**src/rtl/pilha_pkg.sv**
```systemverilog
// Shared definitions for the operand stack: command encodings, responder
// FSM states and the default word width / depth used by the control unit.
package pilha_pkg;

    localparam int DATA_W_DEF = 8;
    localparam int DEPTH_DEF  = 16;

    typedef enum logic [1:0] {
        OP_NOP     = 2'b00,
        OP_PUSH    = 2'b01,
        OP_POP     = 2'b10,
        OP_REPLACE = 2'b11
    } op_t;

    typedef enum logic [1:0] {
        IDLE = 2'b00,
        EXEC = 2'b01,
        RESP = 2'b10
    } state_t;

endpackage

```
**src/rtl/pilha_resp_if.sv**
```systemverilog
// Command/response handshake between the control unit (master) and the
// operand-stack responder (slave).
interface pilha_resp_if #(
    parameter int DATA_W = 8
);
    logic              cmd_valid;
    logic              cmd_ready;
    logic [1:0]        cmd_op;
    logic [DATA_W-1:0] cmd_data;
    logic              rsp_valid;
    logic [DATA_W-1:0] rsp_data;
    logic              rsp_err;

    modport master (
        output cmd_valid, cmd_op, cmd_data,
        input  cmd_ready, rsp_valid, rsp_data, rsp_err
    );

    modport slave (
        input  cmd_valid, cmd_op, cmd_data,
        output cmd_ready, rsp_valid, rsp_data, rsp_err
    );
endinterface

```
**src/rtl/pilha_regfile.sv**
```systemverilog
// DEPTH x DATA_W storage for the operand stack: one synchronous write
// port and one asynchronous read port. Contents are intentionally not reset.
module pilha_regfile #(
    parameter int DATA_W = 8,
    parameter int DEPTH  = 16,
    parameter int ADDR_W = $clog2(DEPTH)
) (
    input  logic              clock,
    input  logic              we,
    input  logic [ADDR_W-1:0] waddr,
    input  logic [DATA_W-1:0] wdata,
    input  logic [ADDR_W-1:0] raddr,
    output logic [DATA_W-1:0] rdata
);
    logic [DATA_W-1:0] mem [DEPTH];

    // Write the addressed entry when enabled.
    always_ff @(posedge clock) begin
        if (we) begin
            mem[waddr] <= wdata;
        end
    end

    assign rdata = mem[raddr];
endmodule

```
**src/rtl/pilha_resp.sv**
```systemverilog
// Operand-stack responder: accepts one PUSH/POP/REPLACE per 3-cycle
// transaction (IDLE -> EXEC -> RESP) and returns a one-cycle response beat.
// Optional: define PILHA_WATERMARK_EN to add the high_water output.
module pilha_resp
    import pilha_pkg::*;
#(
    parameter  int DATA_W = DATA_W_DEF,
    parameter  int DEPTH  = DEPTH_DEF,
    localparam int ADDR_W = $clog2(DEPTH)
) (
    input  logic              clock,
    input  logic              reset,
    pilha_resp_if.slave       bus,
    input  logic              clr_err,
    output logic [DATA_W-1:0] tos,
    output logic [ADDR_W:0]   count,
    output logic              empty,
    output logic              full,
    output logic              ovf,
    output logic              udf
`ifdef PILHA_WATERMARK_EN
    ,
    output logic [ADDR_W:0]   high_water
`endif
);
    state_t            state, state_nxt;
    op_t               op_q;
    logic [DATA_W-1:0] data_q;
    logic              accept;

    logic              we;
    logic [ADDR_W-1:0] waddr;
    logic [ADDR_W-1:0] top_idx;
    logic [DATA_W-1:0] rd_data;

    logic [ADDR_W:0]   count_nxt;
    logic [DATA_W-1:0] rsp_data_nxt;
    logic              rsp_err_nxt;
    logic              set_ovf;
    logic              set_udf;

    assign empty   = (count == '0);
    assign full    = (count == (ADDR_W+1)'(DEPTH));
    assign top_idx = ADDR_W'(count - 1'b1);
    assign tos     = empty ? '0 : rd_data;
    assign accept  = (state == IDLE) && bus.cmd_valid && (bus.cmd_op != OP_NOP);

    pilha_regfile #(
        .DATA_W (DATA_W),
        .DEPTH  (DEPTH),
        .ADDR_W (ADDR_W)
    ) u_regfile (
        .clock  (clock),
        .we     (we),
        .waddr  (waddr),
        .wdata  (data_q),
        .raddr  (top_idx),
        .rdata  (rd_data)
    );

    // FSM state register.
    always_ff @(posedge clock or posedge reset) begin
        if (reset) begin
            state <= IDLE;
        end else begin
            state <= state_nxt;
        end
    end

    // Next-state logic; a NOP is consumed in IDLE without leaving it.
    always_comb begin
        state_nxt     = state;
        bus.cmd_ready = 1'b0;
        case (state)
            IDLE: begin
                bus.cmd_ready = 1'b1;
                if (accept) begin
                    state_nxt = EXEC;
                end
            end
            EXEC:    state_nxt = RESP;
            RESP:    state_nxt = IDLE;
            default: state_nxt = IDLE;
        endcase
    end

    // Capture the command only on the accept edge.
    always_ff @(posedge clock) begin
        if (accept) begin
            op_q   <= op_t'(bus.cmd_op);
            data_q <= bus.cmd_data;
        end
    end

    // Stack access decode for the EXEC cycle, with explicit full/empty guards.
    always_comb begin
        we           = 1'b0;
        waddr        = top_idx;
        count_nxt    = count;
        rsp_data_nxt = '0;
        rsp_err_nxt  = 1'b0;
        set_ovf      = 1'b0;
        set_udf      = 1'b0;
        if (state == EXEC) begin
            case (op_q)
                OP_PUSH: begin
                    if (!full) begin
                        we           = 1'b1;
                        waddr        = count[ADDR_W-1:0];
                        count_nxt    = count + 1'b1;
                        rsp_data_nxt = data_q;
                    end else begin
                        rsp_err_nxt = 1'b1;
                        set_ovf     = 1'b1;
                    end
                end
                OP_POP: begin
                    if (!empty) begin
                        rsp_data_nxt = rd_data;
                        count_nxt    = count - 1'b1;
                    end else begin
                        rsp_err_nxt = 1'b1;
                        set_udf     = 1'b1;
                    end
                end
                OP_REPLACE: begin
                    if (!empty) begin
                        we           = 1'b1;
                        rsp_data_nxt = rd_data;
                    end else begin
                        rsp_err_nxt = 1'b1;
                        set_udf     = 1'b1;
                    end
                end
                default: ;
            endcase
        end
    end

    // Occupancy, response beat and sticky flags; a new error beats clr_err.
    always_ff @(posedge clock or posedge reset) begin
        if (reset) begin
            count        <= '0;
            bus.rsp_valid <= 1'b0;
            bus.rsp_data <= '0;
            bus.rsp_err  <= 1'b0;
            ovf          <= 1'b0;
            udf          <= 1'b0;
        end else begin
            count         <= count_nxt;
            bus.rsp_valid <= (state == EXEC);
            if (state == EXEC) begin
                bus.rsp_data <= rsp_data_nxt;
                bus.rsp_err  <= rsp_err_nxt;
            end
            if (clr_err) begin
                ovf <= 1'b0;
                udf <= 1'b0;
            end
            if (set_ovf) begin
                ovf <= 1'b1;
            end
            if (set_udf) begin
                udf <= 1'b1;
            end
        end
    end

`ifdef PILHA_WATERMARK_EN
    // Highest occupancy seen since reset, tracked at the same edge as count.
    always_ff @(posedge clock or posedge reset) begin
        if (reset) begin
            high_water <= '0;
        end else if (count_nxt > high_water) begin
            high_water <= count_nxt;
        end
    end
`endif
endmodule
```
**src/flat_wrapper.sv**
```systemverilog
// flat-port wrapper written by rule: the top's interface ports become plain ports
module pilha_resp_flat import pilha_pkg::*;
#(
    parameter  int DATA_W = DATA_W_DEF,
    parameter  int DEPTH  = DEPTH_DEF,
    localparam int ADDR_W = $clog2(DEPTH)
)
  (clock, reset, clr_err, tos, count, empty, full, ovf, udf, bus_cmd_valid, bus_cmd_op, bus_cmd_data, bus_cmd_ready, bus_rsp_valid, bus_rsp_data, bus_rsp_err);
  pilha_resp_if #(.DATA_W(DATA_W)) bus_i ();
  input  logic clock;
  input  logic reset;
  input  logic clr_err;
  output logic [DATA_W-1:0] tos;
  output logic [ADDR_W:0] count;
  output logic empty;
  output logic full;
  output logic ovf;
  output logic udf;
  input wire logic [$bits(bus_i.cmd_valid)-1:0] bus_cmd_valid;
  input wire logic [$bits(bus_i.cmd_op)-1:0] bus_cmd_op;
  input wire logic [$bits(bus_i.cmd_data)-1:0] bus_cmd_data;
  output wire logic [$bits(bus_i.cmd_ready)-1:0] bus_cmd_ready;
  output wire logic [$bits(bus_i.rsp_valid)-1:0] bus_rsp_valid;
  output wire logic [$bits(bus_i.rsp_data)-1:0] bus_rsp_data;
  output wire logic [$bits(bus_i.rsp_err)-1:0] bus_rsp_err;
  assign bus_i.cmd_valid = bus_cmd_valid;
  assign bus_i.cmd_op = bus_cmd_op;
  assign bus_i.cmd_data = bus_cmd_data;
  assign bus_cmd_ready = bus_i.cmd_ready;
  assign bus_rsp_valid = bus_i.rsp_valid;
  assign bus_rsp_data = bus_i.rsp_data;
  assign bus_rsp_err = bus_i.rsp_err;
  pilha_resp #(.DATA_W(DATA_W), .DEPTH(DEPTH)) u_core (.clock(clock), .reset(reset), .bus(bus_i), .clr_err(clr_err), .tos(tos), .count(count), .empty(empty), .full(full), .ovf(ovf), .udf(udf));
endmodule
```
**config.mk**
```make
export PLATFORM = sky130hd
export DESIGN_NAME = pilha_resp_flat
export DESIGN_NICKNAME = d
export VERILOG_FILES = /design/src/rtl/pilha_pkg.sv /design/src/rtl/pilha_resp_if.sv /design/src/rtl/pilha_regfile.sv /design/src/rtl/pilha_resp.sv /design/src/flat_wrapper.sv
export SDC_FILE = /design/constraint.sdc
export NUM_CORES = 1
export LEC_CHECK = 0
export BUFFER_PORTS_ARGS = -buffer_cell sky130_fd_sc_hd__buf_4
export CAP_MARGIN = 25
export CORE_MARGIN = 5
export CORE_UTILIZATION = 64
export DETAILED_ROUTE_END_ITERATION = 10
export PLACE_DENSITY = 0.8
export SKIP_CTS_REPAIR_TIMING = 1
export SLEW_MARGIN = 40
export SYNTH_ARGS = -nofsm -noshare
export SYNTH_HDL_FRONTEND = slang
export SYNTH_HIERARCHICAL = 1
export SYNTH_SLANG_ARGS = --single-unit
export TNS_END_PERCENT = 100
```
**constraint.sdc**
```tcl
create_clock -name clock -period 5.7 [get_ports clock]
set_input_delay 0.285 -clock clock [delete_from_list [all_inputs] [get_ports clock]]
set_output_delay 0.285 -clock clock [all_outputs]
set_load 0.05 [all_outputs]
```
# --- Word level (Yosys, flattened, before mapping) ---
# Memory sizes are Yosys's and may differ from the RTL's.
# Index checks and enable logic that the tools add are counted.
totals:
  ff_bits: 29
  ramBits: 128
  in_bits: 14
  output_inout_bits: 28
  elab_cells: 58
  n_memories: 1
op_classes:
  addsub: 2
  eq_ne: 8
  n_mux: 28
  reduce_logical: 10
mem_list:
  columns: ["memory", "words", "width", "read_ports", "rd_clocked_by_memory_dff", "write_ports", "line_no", "source"]
  rows:
  - ["u_core.u_regfile.mem", 16, 8, 1, 0, 1, "pilha_regfile.sv:15", "logic [DATA_W-1:0] mem [DEPTH];"]
ops:
  columns: ["operator", "n"]
  rows:
  - ["$mux 8", 2]
  - ["$pmux 8 s2", 1]
  - ["$mux 1", 15]
  - ["$mux 4", 3]
  - ["$mux 5", 2]
  - ["$pmux 5 s2", 1]
  - ["$reduce_bool 2->1", 4]
  - ["$add 5x1->5 const B", 1]
  - ["$eq 5x5->1 const B", 1]
  - ["$logic_not 5->1", 1]
  - ["$sub 5x1->5 const B", 1]
  - ["$eq 2x1->1 const B", 2]
  - ["$eq 2x2->1 const B", 2]
  - ["$ne 2x2->1 const B", 2]
  - ["$pmux 1 s2", 2]
  - ["$pmux 2 s2", 1]
  - ["$reduce_and 4->1", 1]
  - ["$logic_and 1x1->1", 2]
  - ["$logic_not 2->1", 1]
  - ["$mux 2", 1]
  - ["$ne 2x1->1 const B", 1]
  - ["$reduce_or 2->1", 1]

# --- Longest topological paths before layout ---
depth:
  ltp_word: 6
  depth_mapped: 9
  depth_no_buf: 8

# --- Modules after synthesis ---
# Netlist, hierarchy kept.
by_module_without_submodules:
  columns: ["mod", "instances", "cells_each", "area_each_um2", "seq_area_each_um2"]
  rows:
  - ["pilha_regfile", 1, 221, 4987.3, 3843.7]
  - ["pilha_resp", 1, 142, 1447.6, 775.7]

# --- Worst setup path after synthesis ---
# Ideal clock, no wire load.
synth_timing:
  kind: "flip-flop to flip-flop"
  from: "reg u_core.count[0]"
  to: "mem u_core.u_regfile.mem[0][0], enable pin"
  setup_time_ns: 0.383
  arrival_ns: 2.932
  required_ns: 5.317
  path_slack_ns: 2.384
  path_stages_with_launch: 9
  path_buffers: 0
  synth_period_minus_slack_ns: 3.316
  cell_sequence: "dfrtp_1 inv_1 ha_1 nand4bb_1 nand2_1 o21a_1 o22a_1 or3b_2 nor3_1"
synth_between:
  elab_cells_between_ends: 12
  cone_classes: "1 x add/sub; 1 x eq/ne; 9 x mux; 1 x reduce/logical"
synth_rtl:
  columns: ["item", "line_no", "source"]
  rows:
  - ["from (decl)", "pilha_resp.sv:16", "output logic [ADDR_W:0] count,"]
  - ["from (signal assigned)", "pilha_resp.sv:150", "count <= count_nxt;"]
  - ["$sub 5x1->5 (*)", "pilha_resp.sv:44", "assign top_idx = ADDR_W'(count - 1'b1);"]
  - ["named net u_core.top_idx[0]", "pilha_resp.sv:33", "logic [ADDR_W-1:0] top_idx;"]
  - ["$mux 4", "pilha_resp.sv:107", "if (!full) begin"]
  - ["$mux 4", "pilha_resp.sv:105", "case (op_q)"]
  - ["$mux 4 (*)", "pilha_resp.sv:104", "if (state == EXEC) begin"]
  - ["to (decl)", "pilha_regfile.sv:15", null]
# Mark *: on every way through the listed nets, which the timed path passes. The rest lies on a longest branch.

# --- Worst setup path in the final report ---
layout_timing:
  from: "reg u_core.count[1]"
  to: "mem u_core.u_regfile.mem[7][0], enable pin"
layout_between:
  elab_cells_between_ends: 12
  cone_classes: "1 x add/sub; 1 x eq/ne; 9 x mux; 1 x reduce/logical"
layout_rtl:
  columns: ["item", "line_no", "source"]
  rows:
  - ["$sub 5x1->5 / $eq 5x5->1 (equally long branches)", "pilha_resp.sv:44, pilha_resp.sv:43", null]
  - ["$mux 4", "pilha_resp.sv:107", null]
  - ["$mux 4", "pilha_resp.sv:105", null]
  - ["$mux 4 (*)", "pilha_resp.sv:104", null]
  - ["named net u_core.waddr[1]", "pilha_resp.sv:32", "logic [ADDR_W-1:0] waddr;"]
# Marked as above.

==> flow_metrics.tcl <==
set metrics [dict create \
    swShare_pct 40.1 \
    rsz0062_at_grt "false" \
    die_area_um2 12200 \
    drv_slew 0 \
    port_buffers 41 \
    synth_edf_count 138 \
    tns_ps 0 \
    drc 0 \
    clock-sinks 157 \
    cts.clk_slew.worst_paths_ps 70 \
    synth.distinct_cells 44 \
    areaGrowthSynthToFinish_pct 17.3 \
    place.gp.congestion 0.857 \
    comb_power_share_pct 44.3 \
    diodes 0 \
    hold_viol_final 0 \
    antenna_found_initial 0 \
    ff_latch_area_um2 4620 \
    dieWidth_um 110 \
    die_h_um 110 \
    synth_commonest_cells "138 x edfxtp_1, 30 x nand2_1, 24 x a22oi_1" \
    grt_max_degree 35 \
    cts-root-buf "clkbuf_8" \
    cell_internal_pwr_mw 2.69 \
    setup_viol 0 \
    cp_data_required_time_ps 5850 \
    cts_buffer_depth 2 \
    dp_hpwl_um 8000 \
    worstMarginPinSlew_ps 838 \
    seqPwrFrac_pct 31.2 \
    h-tree-depth 4 \
    async_reset_ff_share_pct 12.1 \
    first_pass_iters 5 \
    ioPinCount 42 \
    multi_input_area_um2 1670 \
    wirelength_um 12900 \
    drtIter0Drc 277 \
    worstSetupPathType "reg -> reg" \
    grt_pass1_vias 3479 \
    synth_seq_cells 157 \
    grt_use_met1_pct 31.0 \
    p_leak_nw 2.69 \
    crit_fanout 8 \
    yosysTopAreaCellShare_pct 64.4 \
    max_freq_mhz 285 \
    synth_area_um2 6430 \
    start_util_pct 65.8 \
    switching_power_mw 1.80 \
    final.setup_skew_ps 7.56 \
    worstPathArrival_ps 3660 \
    gr-max-usage-layer "met2" \
    overflow 0 \
    relSlewSlack_pct 43.9 \
    hold_class "in -> async" \
    clk_latency_ps 530 \
    utilization_pct 77.2 \
    n_fill_cell 507 \
    end_kind "flip-flop" \
    synth_most_common_cell "edfxtp_1" \
    finalCriticalPeriod_ps 3510 \
    use_met2_pct 36.4 \
    max-vdd-ir-drop_mv 0.659 \
    wl_per_cell_um 22.8 \
    grt_pass1_wl_um 19600 \
    final_layout_size_suffix_gt1_share_pct 24.6 \
    cts_buffers 17 \
    grt.total_usage_pct 23.3 \
    dp_cells 523 \
    synth_flop_cell "edfxtp_1" \
    core_um2 9770 \
    worst_r2r_endpoint "u_core/u_regfile/mem[7][0]" \
    avgSynthCellArea_um2 17.7 \
    ys_warn_count 6 \
    status "finished, final reports clean" \
    period_share_pct 61.6 \
    reg2reg_slack_ps 2190 \
    drtAntennaViolNets 0 \
    synth_nets 379 \
    cap_violations 0 \
    synth_area_leaders "edfxtp_1 64%, dfrtp_1 7.4%, mux4_2 6.3%" \
    power_density_nw_per_um2 594 \
    reg2reg_from "u_core/count[1]" \
    via_per_inst 6.26 \
    synth_top_cell_by_area "edfxtp_1" \
    nets 438 \
    netlist_instances 363 \
    ys_seq_area_share_pct 71.8 \
    finalNonFillerCells 568 \
    vias 3556 \
    cts_tree "done" \
    met3_usage_pct 6.99 \
    reg2reg_depth 8 \
    row_count 36 \
    clkPwrFrac_pct 24.6 \
    critPathLaunchType "flip-flop" \
]
power groups by stage:
stage | clock network (mW) | logic, mW | registers [mW]
finish | 1.10 | 1.99 | 1.40
global route | 1.17 | 2.08 | 1.41
CTS | 1.12 | 1.97 | 1.40
detailed placement | 0 | 1.95 | 1.42
global placement | 0 | 1.93 | 1.41
floorplan | 0 | 1.36 | 1.52
critical path, cell delays in order, from the launching register on:
cell	delay, ps
dfrtp_1	440
inv_1	130
ha_1	330
nand4bb_1	230
nand2_1	260
nor2_1	70
a21oi_1	590
nand2_1	330
nor2_1	740
sequential cells by signal, indices dropped and copies added, names as in the netlist:
signal / flops
u_core/bus.rsp_valid: 1
u_core/count: 5
u_core/u_regfile/mem: 128
u_core/bus.rsp_data: 8
u_core/ovf: 1
u_core/state: 2
u_core/data_q: 8
u_core/op_q: 2
u_core/bus.rsp_err: 1
u_core/udf: 1
layer usage:
metal / wire [µm] / share of wire, %
met1: 5200 / 40
met5: 0 / 0
met2: 6300 / 49
met4: 324 / 2.5
met3: 1110 / 8.6
stage by stage:
step	hold WS, ps	setup WS (ps)	power (mW)	area, µm²
final	314	2190	4.49	7550
after global routing	335	2060	4.66	7550
after CTS	-111	2210	4.49	7410
after detailed placement	464	2370	3.37	6830
after global placement	451	2340	3.34	6820
after floorplan	236	2380	2.88	6430
cell type report:
class | instances | share of cell area (%)
Clock buffer | 17 | 5.49
Clock inverter | 15 | 2.29
Inverter | 10 | 0.497
Multi-Input combinational cell | 178 | 22.1
Sequential cell | 157 | 61.2
Tap cell | 133 | 2.20
Timing Repair Buffer | 58 | 6.20
cells by family after synthesis:
kind of cell | count (synthesis) | share of synthesized area, %
buffers and inverters | 28 | 2.49
XOR/XNOR | 7 | 0.953
AND/OR/NAND/NOR | 85 | 6.69
AO/OA/AOI/OAI | 51 | 5.50
adder cells (fa/ha/maj) | 2 | 0.389
multiplexers | 33 | 12.2
flip-flops | 157 | 71.8
cells in the final DEF (no fill, tap or decap), types with 2 or more instances in the layout:
cell type / Yosys / layout
nor2b_1: 3 / 3
clkinv_4: 0 / 4
mux4_2: 18 / 18
clkbuf_16: 0 / 16
edfxtp_1: 138 / 138
a22oi_1: 24 / 24
inv_2: 2 / 4
bufinv_16: 0 / 3
xnor2_1: 2 / 2
ha_1: 2 / 2
clkinv_1: 0 / 2
a21oi_1: 5 / 5
mux4_1: 14 / 14
o211a_1: 2 / 2
o21ai_0: 2 / 2
nor3_1: 6 / 4
o21ai_1: 11 / 11
nand2_1: 30 / 30
inv_1: 8 / 5
a221oi_1: 2 / 2
dlygate4sd3_1: 0 / 13
nand3b_1: 2 / 2
dfrtp_1: 19 / 19
clkinvlp_4: 0 / 2
nand2b_1: 4 / 4
nor3_2: 0 / 2
xor2_1: 5 / 5
nor2_2: 0 / 2
buf_4: 1 / 45
and2_1: 11 / 11
nand3_1: 3 / 3
clkinv_2: 0 / 4
nor2_1: 16 / 14
how the worst max path moves through the flow:
stage | from | slack (ps) | endpoint
3_3_place_gp | u_core/count[1] | 2340 | u_core/u_regfile/mem[0][2]
6_report | u_core/count[1] | 2190 | u_core/u_regfile/mem[7][0]
3_5_place_dp | u_core/count[1] | 2370 | u_core/u_regfile/mem[2][4]
2_1_floorplan | u_core/count[0] | 2380 | u_core/u_regfile/mem[0][0]
5_1_grt | u_core/count[0] | 2060 | tos[2]
4_1_cts | u_core/count[1] | 2210 | tos[4]
No activity file was read; power rests on OpenSTA's default activity.
